==> src/rtl/cu_fsm.sv <==
// Multicycle sequencing control unit for the OTTER RV32I core: FETCH/EXEC/WB/INTR timing of all writes.
// Optional memory handshake stalls are enabled by defining CU_FSM_MEM_READY_EN.
module cu_fsm (
    input  logic       CLK,
    input  logic       RST,
    input  logic       INTR,
    input  logic [6:0] IR_OPCODE,
    input  logic [2:0] IR_FUNCT,
    input  logic       MEM_READY,
    output logic       PC_WRITE,
    output logic       REG_WRITE,
    output logic       MEM_WE2,
    output logic       MEM_RDEN1,
    output logic       MEM_RDEN2,
    output logic       CSR_WE,
    output logic       INT_TAKEN,
    output logic       MRET_EXEC,
    output logic [2:0] CU_STATE
);

    typedef enum logic [2:0] {
        ST_INIT  = 3'd0,
        ST_FETCH = 3'd1,
        ST_EXEC  = 3'd2,
        ST_WB    = 3'd3,
        ST_INTR  = 3'd4
    } state_t;

    localparam logic [6:0] OPC_LOAD   = 7'b0000011;
    localparam logic [6:0] OPC_STORE  = 7'b0100011;
    localparam logic [6:0] OPC_BRANCH = 7'b1100011;
    localparam logic [6:0] OPC_LUI    = 7'b0110111;
    localparam logic [6:0] OPC_AUIPC  = 7'b0010111;
    localparam logic [6:0] OPC_JAL    = 7'b1101111;
    localparam logic [6:0] OPC_JALR   = 7'b1100111;
    localparam logic [6:0] OPC_OPIMM  = 7'b0010011;
    localparam logic [6:0] OPC_OP     = 7'b0110011;
    localparam logic [6:0] OPC_SYSTEM = 7'b1110011;

    state_t state_q, state_d;
    logic   mem_ready_s;
    logic   done_s;
    logic   pc_write_s, reg_write_s, mem_we2_s, mem_rden1_s;
    logic   mem_rden2_s, csr_we_s, int_taken_s, mret_exec_s;

`ifdef CU_FSM_MEM_READY_EN
    assign mem_ready_s = MEM_READY;
`else
    // Handshake forced to ready; the port is still read so it is not left dangling.
    assign mem_ready_s = MEM_READY | 1'b1;
`endif

    // State register with asynchronous reset to INIT.
    always_ff @(posedge CLK or posedge RST) begin
        if (RST) begin
            state_q <= ST_INIT;
        end else begin
            state_q <= state_d;
        end
    end

    // Next-state and Mealy enable decode.
    always_comb begin
        state_d     = state_q;
        done_s      = 1'b0;
        pc_write_s  = 1'b0;
        reg_write_s = 1'b0;
        mem_we2_s   = 1'b0;
        mem_rden1_s = 1'b0;
        mem_rden2_s = 1'b0;
        csr_we_s    = 1'b0;
        int_taken_s = 1'b0;
        mret_exec_s = 1'b0;
        case (state_q)
            ST_INIT: begin
                state_d = ST_FETCH;
            end
            ST_FETCH: begin
                mem_rden1_s = 1'b1;
                if (mem_ready_s) begin
                    state_d = ST_EXEC;
                end else begin
                    state_d = ST_FETCH;
                end
            end
            ST_EXEC: begin
                case (IR_OPCODE)
                    OPC_LOAD: begin
                        mem_rden2_s = 1'b1;
                        if (mem_ready_s) begin
                            state_d = ST_WB;
                        end else begin
                            state_d = ST_EXEC;
                        end
                    end
                    OPC_STORE: begin
                        mem_we2_s = 1'b1;
                        if (mem_ready_s) begin
                            pc_write_s = 1'b1;
                            done_s     = 1'b1;
                        end else begin
                            done_s     = 1'b0;
                        end
                    end
                    OPC_BRANCH: begin
                        pc_write_s = 1'b1;
                        done_s     = 1'b1;
                    end
                    OPC_LUI, OPC_AUIPC, OPC_JAL, OPC_JALR, OPC_OPIMM, OPC_OP: begin
                        pc_write_s  = 1'b1;
                        reg_write_s = 1'b1;
                        done_s      = 1'b1;
                    end
                    OPC_SYSTEM: begin
                        pc_write_s = 1'b1;
                        done_s     = 1'b1;
                        case (IR_FUNCT)
                            3'b001: begin
                                reg_write_s = 1'b1;
                                csr_we_s    = 1'b1;
                            end
                            3'b000: begin
                                mret_exec_s = 1'b1;
                            end
                            default: begin
                                csr_we_s = 1'b0;
                            end
                        endcase
                    end
                    default: begin
                        pc_write_s = 1'b1;
                        done_s     = 1'b1;
                    end
                endcase
                // Interrupts are only sampled when the instruction actually completes here.
                if (done_s) begin
                    state_d = INTR ? ST_INTR : ST_FETCH;
                end else begin
                    done_s = 1'b0;
                end
            end
            ST_WB: begin
                reg_write_s = 1'b1;
                pc_write_s  = 1'b1;
                state_d     = INTR ? ST_INTR : ST_FETCH;
            end
            ST_INTR: begin
                int_taken_s = 1'b1;
                pc_write_s  = 1'b1;
                state_d     = ST_FETCH;
            end
            default: begin
                state_d = ST_INIT;
            end
        endcase
    end

    assign PC_WRITE  = pc_write_s  & ~RST;
    assign REG_WRITE = reg_write_s & ~RST;
    assign MEM_WE2   = mem_we2_s   & ~RST;
    assign MEM_RDEN1 = mem_rden1_s & ~RST;
    assign MEM_RDEN2 = mem_rden2_s & ~RST;
    assign CSR_WE    = csr_we_s    & ~RST;
    assign INT_TAKEN = int_taken_s & ~RST;
    assign MRET_EXEC = mret_exec_s & ~RST;
    assign CU_STATE  = state_q;

endmodule

==> config.mk <==
export PLATFORM = sky130hd
export DESIGN_NAME = cu_fsm
export DESIGN_NICKNAME = d
export VERILOG_FILES = /design/src/rtl/cu_fsm.sv
export SDC_FILE = /design/constraint.sdc
export NUM_CORES = 1
export LEC_CHECK = 0
export ABC_AREA = 1
export ABC_CLOCK_PERIOD_IN_PS = 1500
export CORE_AREA = 3 3 40 42
export DETAILED_ROUTE_END_ITERATION = 10
export DIE_AREA = 0 0 43 45
export GPL_TIMING_DRIVEN = 0
export PLACE_DENSITY_LB_ADDON = 0.12
export SYNTH_ARGS = -nofsm -noshare
export SYNTH_HDL_FRONTEND = slang
export SYNTH_SLANG_ARGS = --single-unit
==> constraint.sdc <==
create_clock -name CLK -period 1.5 [get_ports CLK]
set_input_delay 0.375 -clock CLK [delete_from_list [all_inputs] [get_ports CLK]]
set_output_delay 0.375 -clock CLK [all_outputs]
set_load 0.03 [all_outputs]
# Word level (Yosys, flattened, before mapping)
# Index checks and enable logic that the tools add are counted.
# Widths: inputs -> output; s select.
dict set report classes {
  n_eq_ne 15
  mux 21
  n_reduce_logical 5
  bitwise 9
}
# cell n
set ops {}
lappend ops {{$eq 7x6->1 const B} 3}
lappend ops {{$eq 7x7->1 const B} 3}
lappend ops {{$eq 7x5->1 const B} 2}
lappend ops {{$mux 1} 14}
lappend ops {{$pmux 3 s4} 1}
lappend ops {{$mux 3} 3}
lappend ops {{$and 1x1->1} 8}
lappend ops {{$eq 7x2->1 const B} 1}
lappend ops {{$eq 3x1->1 const B} 2}
lappend ops {{$eq 3x2->1 const B} 2}
lappend ops {{$logic_not 3->1} 2}
lappend ops {{$pmux 1 s2} 3}
lappend ops {{$reduce_or 6->1} 1}
lappend ops {{$reduce_or 2->1} 2}
lappend ops {{$eq 3x3->1 const B} 1}
lappend ops {{$ne 3x2->1 const B} 1}
lappend ops {{$not 1->1} 1}
dict set report word_totals {
  regBits 3
  in_bits 14
  elab_cells 51
}

# Logic depth before layout (Yosys ltp)
dict set report depth {
  word_depth 5
  ltp_mapped 8
  depth_no_buf 8
}

# Worst setup path after synthesis
# OpenSTA, ideal clock, no wires.
dict set report synth_path {
  path_type {reg2out}
  start {reg state_q[1], in the netlist CU_STATE[1]}
  end {out MEM_WE2}
  t_arrival_ps 1754
  n_path_buf 0
  setup_slack_ps -629
  path_stages_with_launch 5
  cell_sequence {dfrtp_1 -> inv_1 -> nor2_4 -> nand3_1 -> nor4_1}
}
dict set report synth_via {
  elab_chain_len 3
}
# item line_no
set synth_rtl {}
lappend synth_rtl {{start, declared} 40} ;# state_t state_q, state_d;
lappend synth_rtl {{start signal, assigned} 58} ;# state_q <= state_d;
lappend synth_rtl {{$eq 3x2->1} 74} ;# case (state_q)
lappend synth_rtl {{$mux 1} 74}
lappend synth_rtl {{$and 1x1->1} 160} ;# assign MEM_WE2 = mem_we2_s & ~RST;
lappend synth_rtl {{end, declared} 12} ;# output logic MEM_WE2,
# Every way passes these cells.

# Final worst setup path
dict set report layout_path {
  start {reg state_q[2], in the netlist CU_STATE[2]}
  end {out MRET_EXEC}
}
dict set report layout_via {
  elab_chain_len 3
}
# item line_no
set layout_rtl {}
lappend layout_rtl {{$eq 3x2->1} 74}
lappend layout_rtl {{$mux 1} 74}
lappend layout_rtl {{$and 1x1->1} 165} ;# assign MRET_EXEC = mret_exec_s & ~RST;
lappend layout_rtl {{end, declared} 17} ;# output logic MRET_EXEC,
# Every way passes these cells.

==> qor.yml <==
h-tree-depth: 1
critPathMaxFanout: 5
worstPathRequired_ns: 1.12
layout-drive-gt1-share_pct: 67.0
hold_class: "primary input to async pin"
drtIter0Drc: 2
place_hpwl_um: 882
layout_worst_path_cycle_share_pct: 114
syn_nets: 75
synth_top_cells_by_count: "14 x nand2_1, 12 x inv_1, 9 x nor2_1, 7 x nand3_1"
area_delta_synth_final_pct: 133
worst_pin_slew_ns: 0.300
ioPinCount: 25
synth_area_per_cell_um2: 5.89
via_per_inst: 4.55
rsz0062_at_grt: "true"
grt_pass1_wl_mm: 1.86
wl_mm: 1.14
worstPathArrival_ns: 1.34
ir_worst_vdd_uv: 611
power.total_w: 0.00100
cts.clk_slew.worst_paths_ns: 0.03
violations: "setup timing"
ys_types: 17
largest_reg_flops: 3
grt.total_usage_pct: 13.0
cts_tree: "yes"
fin_cells: 112
fin_hold_ws_ns: 0.118
cts-hold-fix-buffers: 0
status: "finished with violations"
yosysWarningCount: 0
fmax_mhz: 584
crit_path_start_kind: "flop"
cts-buffers-inserted: 3
grt_pass1_vias: 482
final-setup-viol-count: 7
slew_headroom_pct: 80.1
core_area_um2: 1280
wl_per_cell_um: 10.2
synth_most_common_cell: "nand2_1"
fin_area_um2: 837
wl_met3_um: 74
dieArea_um2: 1940
fp.dieW_um: 43
placed_area_um2: 673
synth-seq-cells: 3
wl_met2_um: 636
crit_path_end_kind: "output pin"
syn_area_um2: 359
rr_worst_depth: 6
drc_errors: 0
period_minus_slack_ns: 1.71
netlist_instances: 61
synth_top_area_share_pct: 20.9
crit_type: "flop to output pin"
ys_top_cells_by_area: "dfrtp_1 21%, nand2_1 15%, inv_1 13%"
dp.cells: 99
place_congestion: 0.692
ant_nets: 0
hold_violations: 0
synth_enable_flop_cells: 0
clockBufferDepth: 2
synth-main-ff-cell: "dfrtp_1"
cts_root_buf: "clkbuf_4"
grt_overflow: 0
clk_latency_ns: 0.24
drv_cap: 0
fp.dieH_um: 45
finalMaxSlewViolations: 0
met1_length_um: 408
first_pass_iters: 4
numPortBuffers: 23
nNetsFinal: 112
ys_async_sr_fraction_pct: 100
start_util_pct: 27.9
fin_skew_ns: 0.00142
synth_top_cell_by_area: "dfrtp_1"
antenna_found_initial: 0
cts_sinks: 3
vias: 510
core.rowCount: 13
leakagePower_nw: 0.418
yosysSeqAreaShare_pct: 20.9
antennaDiodeCount: 0
grt_max_degree: 7
power_density_nw_per_um2: 1200
top_layer: "met4"
fillers: 125
setup_ws_ns: -0.213
==> placed cells by master, fill, tap and decap left out <==
| cell | Yosys | routed |
|---|---|---|
| inv_2 | 2 | 10 |
| buf_6 | 0 | 10 |
| nand2_1 | 14 | 7 |
| dlygate4sd2_1 | 0 | 7 |
| nand2_2 | 1 | 6 |
| buf_4 | 0 | 6 |
| nor2_4 | 2 | 5 |
| nand3_2 | 0 | 4 |
| inv_1 | 12 | 4 |
| nor2_1 | 9 | 4 |
| dfrtp_2 | 0 | 3 |
| nor3_4 | 0 | 3 |
| nor2_2 | 1 | 3 |
| nand3_1 | 7 | 3 |
| clkbuf_4 | 0 | 3 |
| clkbuf_2 | 0 | 3 |
| clkdlybuf4s15_1 | 0 | 3 |
| nand2_4 | 0 | 2 |
| and3_2 | 1 | 1 |
| o211ai_1 | 1 | 1 |
| or3_4 | 0 | 1 |
| o21bai_4 | 0 | 1 |
| nor3_2 | 3 | 1 |
| nor4_4 | 0 | 1 |
| a21oi_1 | 1 | 1 |
| clkbuf_1 | 0 | 1 |
| clkdlybuf4s50_1 | 0 | 1 |
| buf_2 | 0 | 1 |
| buf_12 | 0 | 1 |
==> power breakdown <==
group / total (W) / leakage (nW) / switching, W / internal (W)
Sequential: 0.000160 / 0.0341 / 0.0000394 / 0.000120
Clock: 0.000142 / 0.0150 / 0.0000423 / 0.0000997
Combinational: 0.000699 / 0.369 / 0.000396 / 0.000303
==> final timing paths <==
check                      slack, ns   startpoint     endpoint
max                            -0.21  CU_STATE[2]    MRET_EXEC
min                             0.12          RST  CU_STATE[0]
max reg2reg                     0.30  CU_STATE[0]  CU_STATE[1]
min reg2reg                     0.59  CU_STATE[1]  CU_STATE[1]
max in group asynchronous       1.25          RST  CU_STATE[2]
min in group CLK                0.59  CU_STATE[1]  CU_STATE[1]
==> logic make-up (layout without fill, tap and decap cells) <==
kind of cell           count (synthesis)  count (layout)  share of synthesized area (%)
AND/OR/NAND/NOR                       41              41                           58.9
AO/OA/AOI/OAI                          3               3                           5.58
flip-flops                             3               3                           20.9
buffers and inverters                 14              50                           14.6
==> final cells by class <==
type                       count  area [µm²]  share of cell area, %
clock buffer                   4        26.3                   3.14
inverter                      14        52.6                   6.28
multi-input combinational     44         362                   43.2
sequential                     3        78.8                   9.42
tap                           15        18.8                   2.24
timing repair buffer          32         299                   35.7
==> routing by layer <==
| metal | track usage [%] | vias up |
|---|---|---|
| met1 | 12.2 | 227 |
| li1 | - | 263 |
| met3 | 2.39 | 3 |
| met2 | 26.3 | 17 |
| met4 | 7.23 | 0 |
| met5 | 0 | - |
==> repair_timing <==
item,4_1_cts,5_1_grt
gates resized for setup,95,14
buffers inserted,8,1
pin swaps,14,5
endpoints found under the setup margin,11,8
==> through the flow <==
step / util, % / setup slack, ns / TNS [ns]
after floorplan: - / -0.145 / -0.185
after global routing: 65.1 / -0.293 / -1.80
after CTS: 63.7 / -0.238 / -1.40
after global placement: 52.4 / -1.24 / -8.28
after detailed placement: 52.4 / -1.23 / -8.30
final: 65.1 / -0.213 / -1.19
==> worst max-delay path, stage by stage, from the launching register on <==
cell	delay, ns
dfrtp_2	0.42
nor2_4	0.17
inv_2	0.07
nor2_4	0.11
nand2_4	0.07
nor3_4	0.11
buf_6	0.15
No activity file was read; power rests on OpenSTA's default activity.
